**src/rtl/operand_fetch.sv**
```systemverilog
// Decode-side operand fetch: latches an instruction, splits its fields, reads rs/rt from a local
// register array and holds the results behind a valid/ack handshake. Option: OPERAND_FETCH_BYPASS_EN.
module operand_fetch #(
   parameter int unsigned DECODE_STAGE = 1,
   parameter int unsigned DATA_WIDTH   = 32,
   parameter int unsigned REG_COUNT    = 32
) (
   input  logic                  clock,
   input  logic                  reset_n,
   input  logic [2:0]            stage,
   input  logic [31:0]           instruction,
   input  logic                  wbWrite,
   input  logic [4:0]            wbAddress,
   input  logic [DATA_WIDTH-1:0] wbData,
   input  logic                  ack,
   output logic [DATA_WIDTH-1:0] readData1,
   output logic [DATA_WIDTH-1:0] readData2,
   output logic [4:0]            rsAddr,
   output logic [4:0]            rtAddr,
   output logic [4:0]            rdAddr,
   output logic [4:0]            shamt,
   output logic [5:0]            opcode,
   output logic [5:0]            funct,
   output logic [31:0]           immExt,
   output logic                  valid,
   output logic                  busy,
   output logic                  overrun
);

   typedef enum logic [1:0] {StIdle, StCapture, StHold} state_e;

   state_e                  state_q, state_d;
   logic [31:0]             instr_q;
   logic [DATA_WIDTH-1:0]   regs [REG_COUNT];
   logic                    valid_d, overrun_d;
   logic                    latch_en, load_en;
   logic                    req, wr_en;
   logic [4:0]              rs, rt;
   logic [DATA_WIDTH-1:0]   rs_val, rt_val;

   assign req   = (stage == 3'(DECODE_STAGE));
   assign wr_en = wbWrite && (wbAddress != 5'd0) && ({27'd0, wbAddress} < REG_COUNT);
   assign rs    = instr_q[25:21];
   assign rt    = instr_q[20:16];
   assign busy  = (state_q != StIdle);

   always_comb begin
      rs_val = '0;
      rt_val = '0;
      if (rs != 5'd0 && {27'd0, rs} < REG_COUNT) rs_val = regs[rs];
      if (rt != 5'd0 && {27'd0, rt} < REG_COUNT) rt_val = regs[rt];
`ifdef OPERAND_FETCH_BYPASS_EN
      // Forward a write landing on the same edge the operands are loaded.
      if (wr_en && wbAddress == rs) rs_val = wbData;
      if (wr_en && wbAddress == rt) rt_val = wbData;
`endif
   end

   always_comb begin
      state_d   = state_q;
      valid_d   = valid;
      overrun_d = 1'b0;
      latch_en  = 1'b0;
      load_en   = 1'b0;
      case (state_q)
         StIdle: begin
            if (req) begin
               latch_en = 1'b1;
               state_d  = StCapture;
            end
         end
         StCapture: begin
            load_en = 1'b1;
            valid_d = 1'b1;
            state_d = StHold;
         end
         StHold: begin
            if (ack) begin
               valid_d = 1'b0;
               if (req) begin
                  latch_en = 1'b1;
                  state_d  = StCapture;
               end else begin
                  state_d = StIdle;
               end
            end else if (req) begin
               overrun_d = 1'b1;
            end
         end
         default: state_d = StIdle;
      endcase
   end

   always_ff @(posedge clock or negedge reset_n) begin
      if (!reset_n) begin
         for (int i = 0; i < int'(REG_COUNT); i++) regs[i] <= '0;
      end else if (wr_en) begin
         regs[wbAddress] <= wbData;
      end
   end

   always_ff @(posedge clock or negedge reset_n) begin
      if (!reset_n) begin
         state_q   <= StIdle;
         instr_q   <= '0;
         valid     <= 1'b0;
         overrun   <= 1'b0;
         readData1 <= '0;
         readData2 <= '0;
         rsAddr    <= '0;
         rtAddr    <= '0;
         rdAddr    <= '0;
         shamt     <= '0;
         opcode    <= '0;
         funct     <= '0;
         immExt    <= '0;
      end else begin
         state_q <= state_d;
         valid   <= valid_d;
         overrun <= overrun_d;
         if (latch_en) instr_q <= instruction;
         if (load_en) begin
            readData1 <= rs_val;
            readData2 <= rt_val;
            opcode    <= instr_q[31:26];
            rsAddr    <= instr_q[25:21];
            rtAddr    <= instr_q[20:16];
            rdAddr    <= instr_q[15:11];
            shamt     <= instr_q[10:6];
            funct     <= instr_q[5:0];
            immExt    <= {{16{instr_q[15]}}, instr_q[15:0]};
         end
      end
   end

endmodule

```
**config.mk**
```make
export PLATFORM = sky130hd
export DESIGN_NAME = operand_fetch
export DESIGN_NICKNAME = d
export VERILOG_FILES = /design/src/rtl/operand_fetch.sv
export SDC_FILE = /design/constraint.sdc
export NUM_CORES = 2
export LEC_CHECK = 0
export CORE_UTILIZATION = 40
export CTS_BUF_LIST = sky130_fd_sc_hd__clkbuf_8
export DETAILED_ROUTE_END_ITERATION = 16
export DONT_BUFFER_PORTS = 1
export GPL_ROUTABILITY_DRIVEN = 1
export PLACE_DENSITY = 0.6
export SLEW_MARGIN = 5
export SYNTH_ARGS = -nofsm -noshare
export SYNTH_HDL_FRONTEND = slang
export SYNTH_SLANG_ARGS = --single-unit
export TNS_END_PERCENT = 30
```
**constraint.sdc**
```tcl
create_clock -name clock -period 2.2 [get_ports clock]
set_input_delay 0.22 -clock clock [delete_from_list [all_inputs] [get_ports clock]]
set_output_delay 0.22 -clock clock [all_outputs]
set_load 0.05 [all_outputs]
```
After elaboration in Yosys (flattened, before gate mapping):

Cells that the tools add are included.

* equality and inequality tests: 5
* bitwise gates (word level): 3
* $mul: 0
* div/mod/pow operators: 0
* shift operators: 0
* reductions and logical operators: 10
* mux-type cells: 23
* add/subtract/negate cells: 0
* order comparisons: 4

Operator list (count)
* 1024-bit bitwise mux: 1
* 32-bit binary-select mux with 5-bit select: 2
* 32-bit two-way mux: 7
* 32-bit demux with 5-bit select: 1
* 6-bit greater-or-equal comparator (second input constant): 3
* 5-bit NOT with 6-bit output: 3
* 5-bit nonzero test: 3
* 1-bit two-way mux: 7
* 6-bit by 1-bit less-than comparator with 1-bit output (second input constant): 1
* 2-bit one-hot mux with 3 select lines: 1
* 2-bit two-way mux: 2
* 2-bit != test (second input constant): 2
* 1-bit one-hot mux with 2 select lines: 2
* 2-bit AND reduction: 2
* 2-bit nonzero test: 2
* 3-bit by 1-bit equality test with 1-bit output (second input constant): 1
* 2-bit by 1-bit equality test with 1-bit output (second input constant): 1
* 2-bit equality test (second input constant): 1
* 1-bit logical AND: 2
* 2-bit logical NOT: 1

* output and inout bits: 131
* bits in latches: 0
* word-level logic and storage cells: 90
* memories: 0
* flip-flop bits (word level): 1172
* input port bits: 76
* memory bits (writable): 0
* memory bits (read-only): 0

Longest topological paths before layout:

* depth after elaboration: 6
* mapped depth: 10
* mapped depth without buffers: 5

Worst setup path after synthesis:

OpenSTA, ideal clock, no wires.

* path kind: register to register
* start point: register instr_q[16]
* end point: register readData2[29]
* setup slack: 307 ps
* clock period less this slack: 1893 ps
* data required time: 2078 ps
* library setup time: 122 ps
* buffers on the path: 3
* arrival: 1771 ps
* cell stages (with the launch flop): 8
* cells stage by stage: dfrtp_1 -> buf_4 -> buf_6 -> buf_2 -> mux4_2 -> o22ai_1 -> nor4_1 -> a32o_1

* longest elaborated chain between the ends: 5
* elaborated cells on any way between the ends: 6
* those cells by class: 4 x mux; 1 x bitwise; 1 x reduce/logical

RTL lines
* from (decl): RTL line 33 `logic [31:0] instr_q;`
* from (signal assigned): RTL line 121 `if (latch_en) instr_q <= instruction;`
* 5-bit NOT with 6-bit output (implied by the code): RTL line 51 `if (rt != 5'd0 && {27'd0, rt} < REG_COUNT) rt_val = regs[rt];`
* 32-bit binary-select mux with 5-bit select: RTL line 51
* 32-bit two-way mux (implied by the code) (2 in a row): RTL line 51
* 32-bit two-way mux *: RTL line 51
* to (signal assigned): RTL line 124 `readData2 <= rt_val;`
* to (decl): RTL line 17 `output logic [DATA_WIDTH-1:0] readData2,`

Every way passes the cells marked *; elsewhere a longest branch is shown, timed or not. The select of a mux whose other input is x is not followed.
A chain may end at the register's enable or synchronous reset.

Worst setup path in the final report:

* start point: register instr_q[17]
* end point: register readData2[21]

The elaborated chain is that of the path after synthesis.

==> metrics.md <==
| Metric | Value |
|---|---|
| Status | `finished with violations` |
| Violated checks | `negative hold slack, negative setup slack` |
| Pwr Total | `0.0751 W` |
| First-pass GRT wire length | `275000 um` |
| Max-cap violations | `0` |
| Crit path capture type | `flip-flop` |
| # rows | `142` |
| Wire length on met2 | `90100 um` |
| CP cell instances | `buf_4 -> mux2_2 -> o22ai_1 -> a211oi_2 -> a22o_1` |
| Fraction of layout cells with a size suffix above 1 | `53.0%` |
| Worst EP required | `3.06 ns` |
| Cell family with most CP delay | `compound AO/OA/AOI/OAI gates` |
| Final worst-path setup slack | `-0.0561 ns` |
| Wirelength per Cell | `27.9 um` |
| Reg2Reg Depth | `5` |
| Critical path launch point type | `flip-flop` |
| Hold_ws | `-1.00 ns` |
| Clock root cell | `clkbuf_8` |
| CTS tree | `yes` |
| Final net count | `4555` |
| Max Freq | `0.443 GHz` |
| Reg-to-Reg Start | `instr_q[17]$_DFFE_PN0P_` |
| Placed instance area | `64100 um^2` |
| Mapped Area | `60300 um^2` |
| DR iter-0 viols | `2738` |
| Peak supply drop | `0.681 mV` |
| Largest net degree at the start of global routing | `217` |
| R2r endpoint | `readData2[21]$_DFFE_PN0P_` |
| RSZ-0062 raised after global routing | `yes` |
| Worst-Margin Slew | `1.21 ns` |
| Highest routed metal layer | `met5` |
| Area grow syn2layout | `17.7%` |
| Metal3 WL | `9750 um` |
| Vias/cell | `5.88` |
| Initial core utilization | `40.3%` |
| Detail Placement HPWL | `111000 um` |
| Final instance area | `71000 um^2` |
| Netlist cell types | `47` |
| Crit share post-route | `103%` |
| Synth async-reset ratio | `100%` |
| Vias post-DR | `39184` |
| Worst hold path class | `in -> async` |
| Register area share after synthesis | `48.0%` |
| Critical path class | `reg -> reg` |
| Reg2reg setup slack | `-0.06 ns` |
| Syn nets | `4360` |
| Routability cong. | `0.814` |
| Hold Buf Count CTS | `129` |
| Drt pass-1 iters | `5` |
| Clock Skews | `0.0363 ns` |
| Max-slew violations | `0` |
| Ys flop type | `dfrtp_1` |
| Top cell type by total area after synthesis | `dfrtp_1` |
| Fill count | `13026` |
| M1 wire length | `81100 um` |
| Synth area leaders | `dfrtp_1, mux2_2, mux4_2, o22ai_1, clkbuf_1` |
| Post-DRT Antenna Nets | `0` |
| Filler-free cell count of the finished design | `6660` |
| Post-Route WL | `186000 um` |
| Die height | `390 um` |
| Grt total ovfl | `0` |
| Reg clk slew, reported paths | `0.06 ns` |
| Post-synth EDFFs | `0` |
| Simple-gate share of the synthesized area | `4.33%` |
| Worst skew pair latency | `0.94 ns` |
| Seq cells post-synth | `1156` |
| Post-place setup slack | `-0.478 ns` |
| Placed Cells incl. Taps | `6126` |
| Total GRT Usage | `24.3%` |
| I/O Pins | `207` |
| Critical Path Max Stage Delay | `0.54 ns` |
| Htree depth | `4` |
| Clk buf depth | `3` |
| Slew HR | `18.8%` |
| DRC | `0` |
| Worst-path fanout max | `32` |
| Critical path arrival | `3.11 ns` |
| Overall die width | `390 um` |
| Critical Path Source | `instr_q[17]$_DFFE_PN0P_` |
| Clk sinks | `1156` |
| Compound-Gate Fraction of Synth Area | `3.82%` |
| Final setup viols | `5` |
| Post-Synth XOR/XNOR Area | `0%` |
| Endpoints failing hold | `463` |
| Vias in the first global route | `40861` |
| Number of CTS-inserted buffers | `200` |
| Worst path slowest cell | `dfrtp_4` |
| Port buffer count | `0` |
| Critical path buffers and inverters | `1` |
| Leakage | `31.3 nW` |
| Avg Inst Size Synth | `14.1 um^2` |
| Number of synthesis warnings | `0` |
| Final min period | `2.26 ns` |
| Core area | `150000 um^2` |
| Synthesized instance count | `4284` |
| Die area | `152000 um^2` |
| Post-Synth Adder-Cell Area | `0%` |
| Mux cell area share after synthesis | `39.3%` |
| Largest family of logic cells by synthesized area | `multiplexers` |
| Share of the synthesized area in the top cell type | `48.0%` |
| Power per cell area | `1060 nW/um^2` |
| Antenna violations before repair | `8` |
## cells in the final DEF, fill, tap and decap left out, types with 65 or more instances in the layout
cell type	Yosys	layout
nand2_1	181	168
mux2_1	71	71
mux2_2	1323	1322
nand2b_1	67	65
dlygate4sd3_1	0	121
clkbuf_8	0	257
dfrtp_1	1156	1146
inv_1	2	75
nor2_1	81	65
mux2i_1	76	72
mux4_2	308	309
buf_12	10	102
buf_4	57	214
o22ai_1	186	163
## stage by stage
step                setup TNS, ns  utilization [%]
finish                     -0.128             47.4
global route               -0.939             47.4
CTS                        -0.181             46.8
detailed placement        -162.54             42.8
global placement          -164.65             42.8
floorplan                       0                -
## Yosys cell counts, types with 10 or more instances
cell type	instances
and3_1	61
a22o_1	60
mux2_2	1323
buf_12	10
mux2i_1	76
a211oi_1	60
buf_4	57
buf_1	19
nand3_1	11
o22ai_1	186
nand2b_1	67
nand2_1	181
dfrtp_1	1156
mux4_2	308
buf_6	43
clkbuf_1	214
nor4_1	62
nor2_1	81
mux2_1	71
buf_2	148
## state kept, by name, indices dropped and copies added (netlist names), 5 cells and up
register / flops
instr_q: 32
rtAddr: 5
readData2: 32
funct: 5
rsAddr: 5
opcode: 6
readData1: 32
regs: 1024
rdAddr: 5
## final cells by class
type                            count  area (um^2)  share of cell area, %
Clock inverter                    107          581                  0.818
Sequential cell                  1156        29000                   40.8
Tap cell                         2016         2520                   3.55
Inverter                            2         7.51                 0.0106
Timing Repair Buffer              488         5900                   8.31
Multi-Input combinational cell   2631        29500                   41.5
Clock buffer                      257         3540                   4.98
Antenna cell                        3         7.51                 0.0106
## how the worst max path moves through the flow
stage | depth (start not counted) | endpoint
after detailed placement | 3 | regs[341]$_DFFE_PN0P_
after floorplan | 7 | readData2[29]$_DFFE_PN0P_
after global routing | 6 | readData2[21]$_DFFE_PN0P_
after CTS | 8 | readData2[23]$_DFFE_PN0P_
after global placement | 3 | regs[309]$_DFFE_PN0P_
final | 5 | readData2[21]$_DFFE_PN0P_
## power by group
part,switching (W),internal [W],leakage (nW)
Sequential,0.00583,0.0257,14.8
Clock,0.00931,0.0108,2.40
Combinational,0.0105,0.0129,14.1
Total,0.0257,0.0494,31.3
## logic make-up after synthesis
kind of cell           count (synthesis)
AOI/OAI and AO/OA                    323
DFF                                 1156
and+or+nand+nor                      518
buffers and inverters                497
muxes                               1790
## what timing repair did
item                                   in CTS  in global routing
pin swaps                                   4                 17
gates resized for setup                    67                 98
buffers inserted                           13                 17
setup endpoints to repair                  52                 60
cloned                                      1                  8
endpoints found under the hold margin    1491                463
## layer usage
layer / vias up / GRT usage (%)
li1: 16544 / -
met1: 21198 / 33.2
met2: 1125 / 39.3
met3: 313 / 4.33
met4: 4 / 7.18
met5: - / 0
Note: power is estimated with default switching activity, not from simulation.
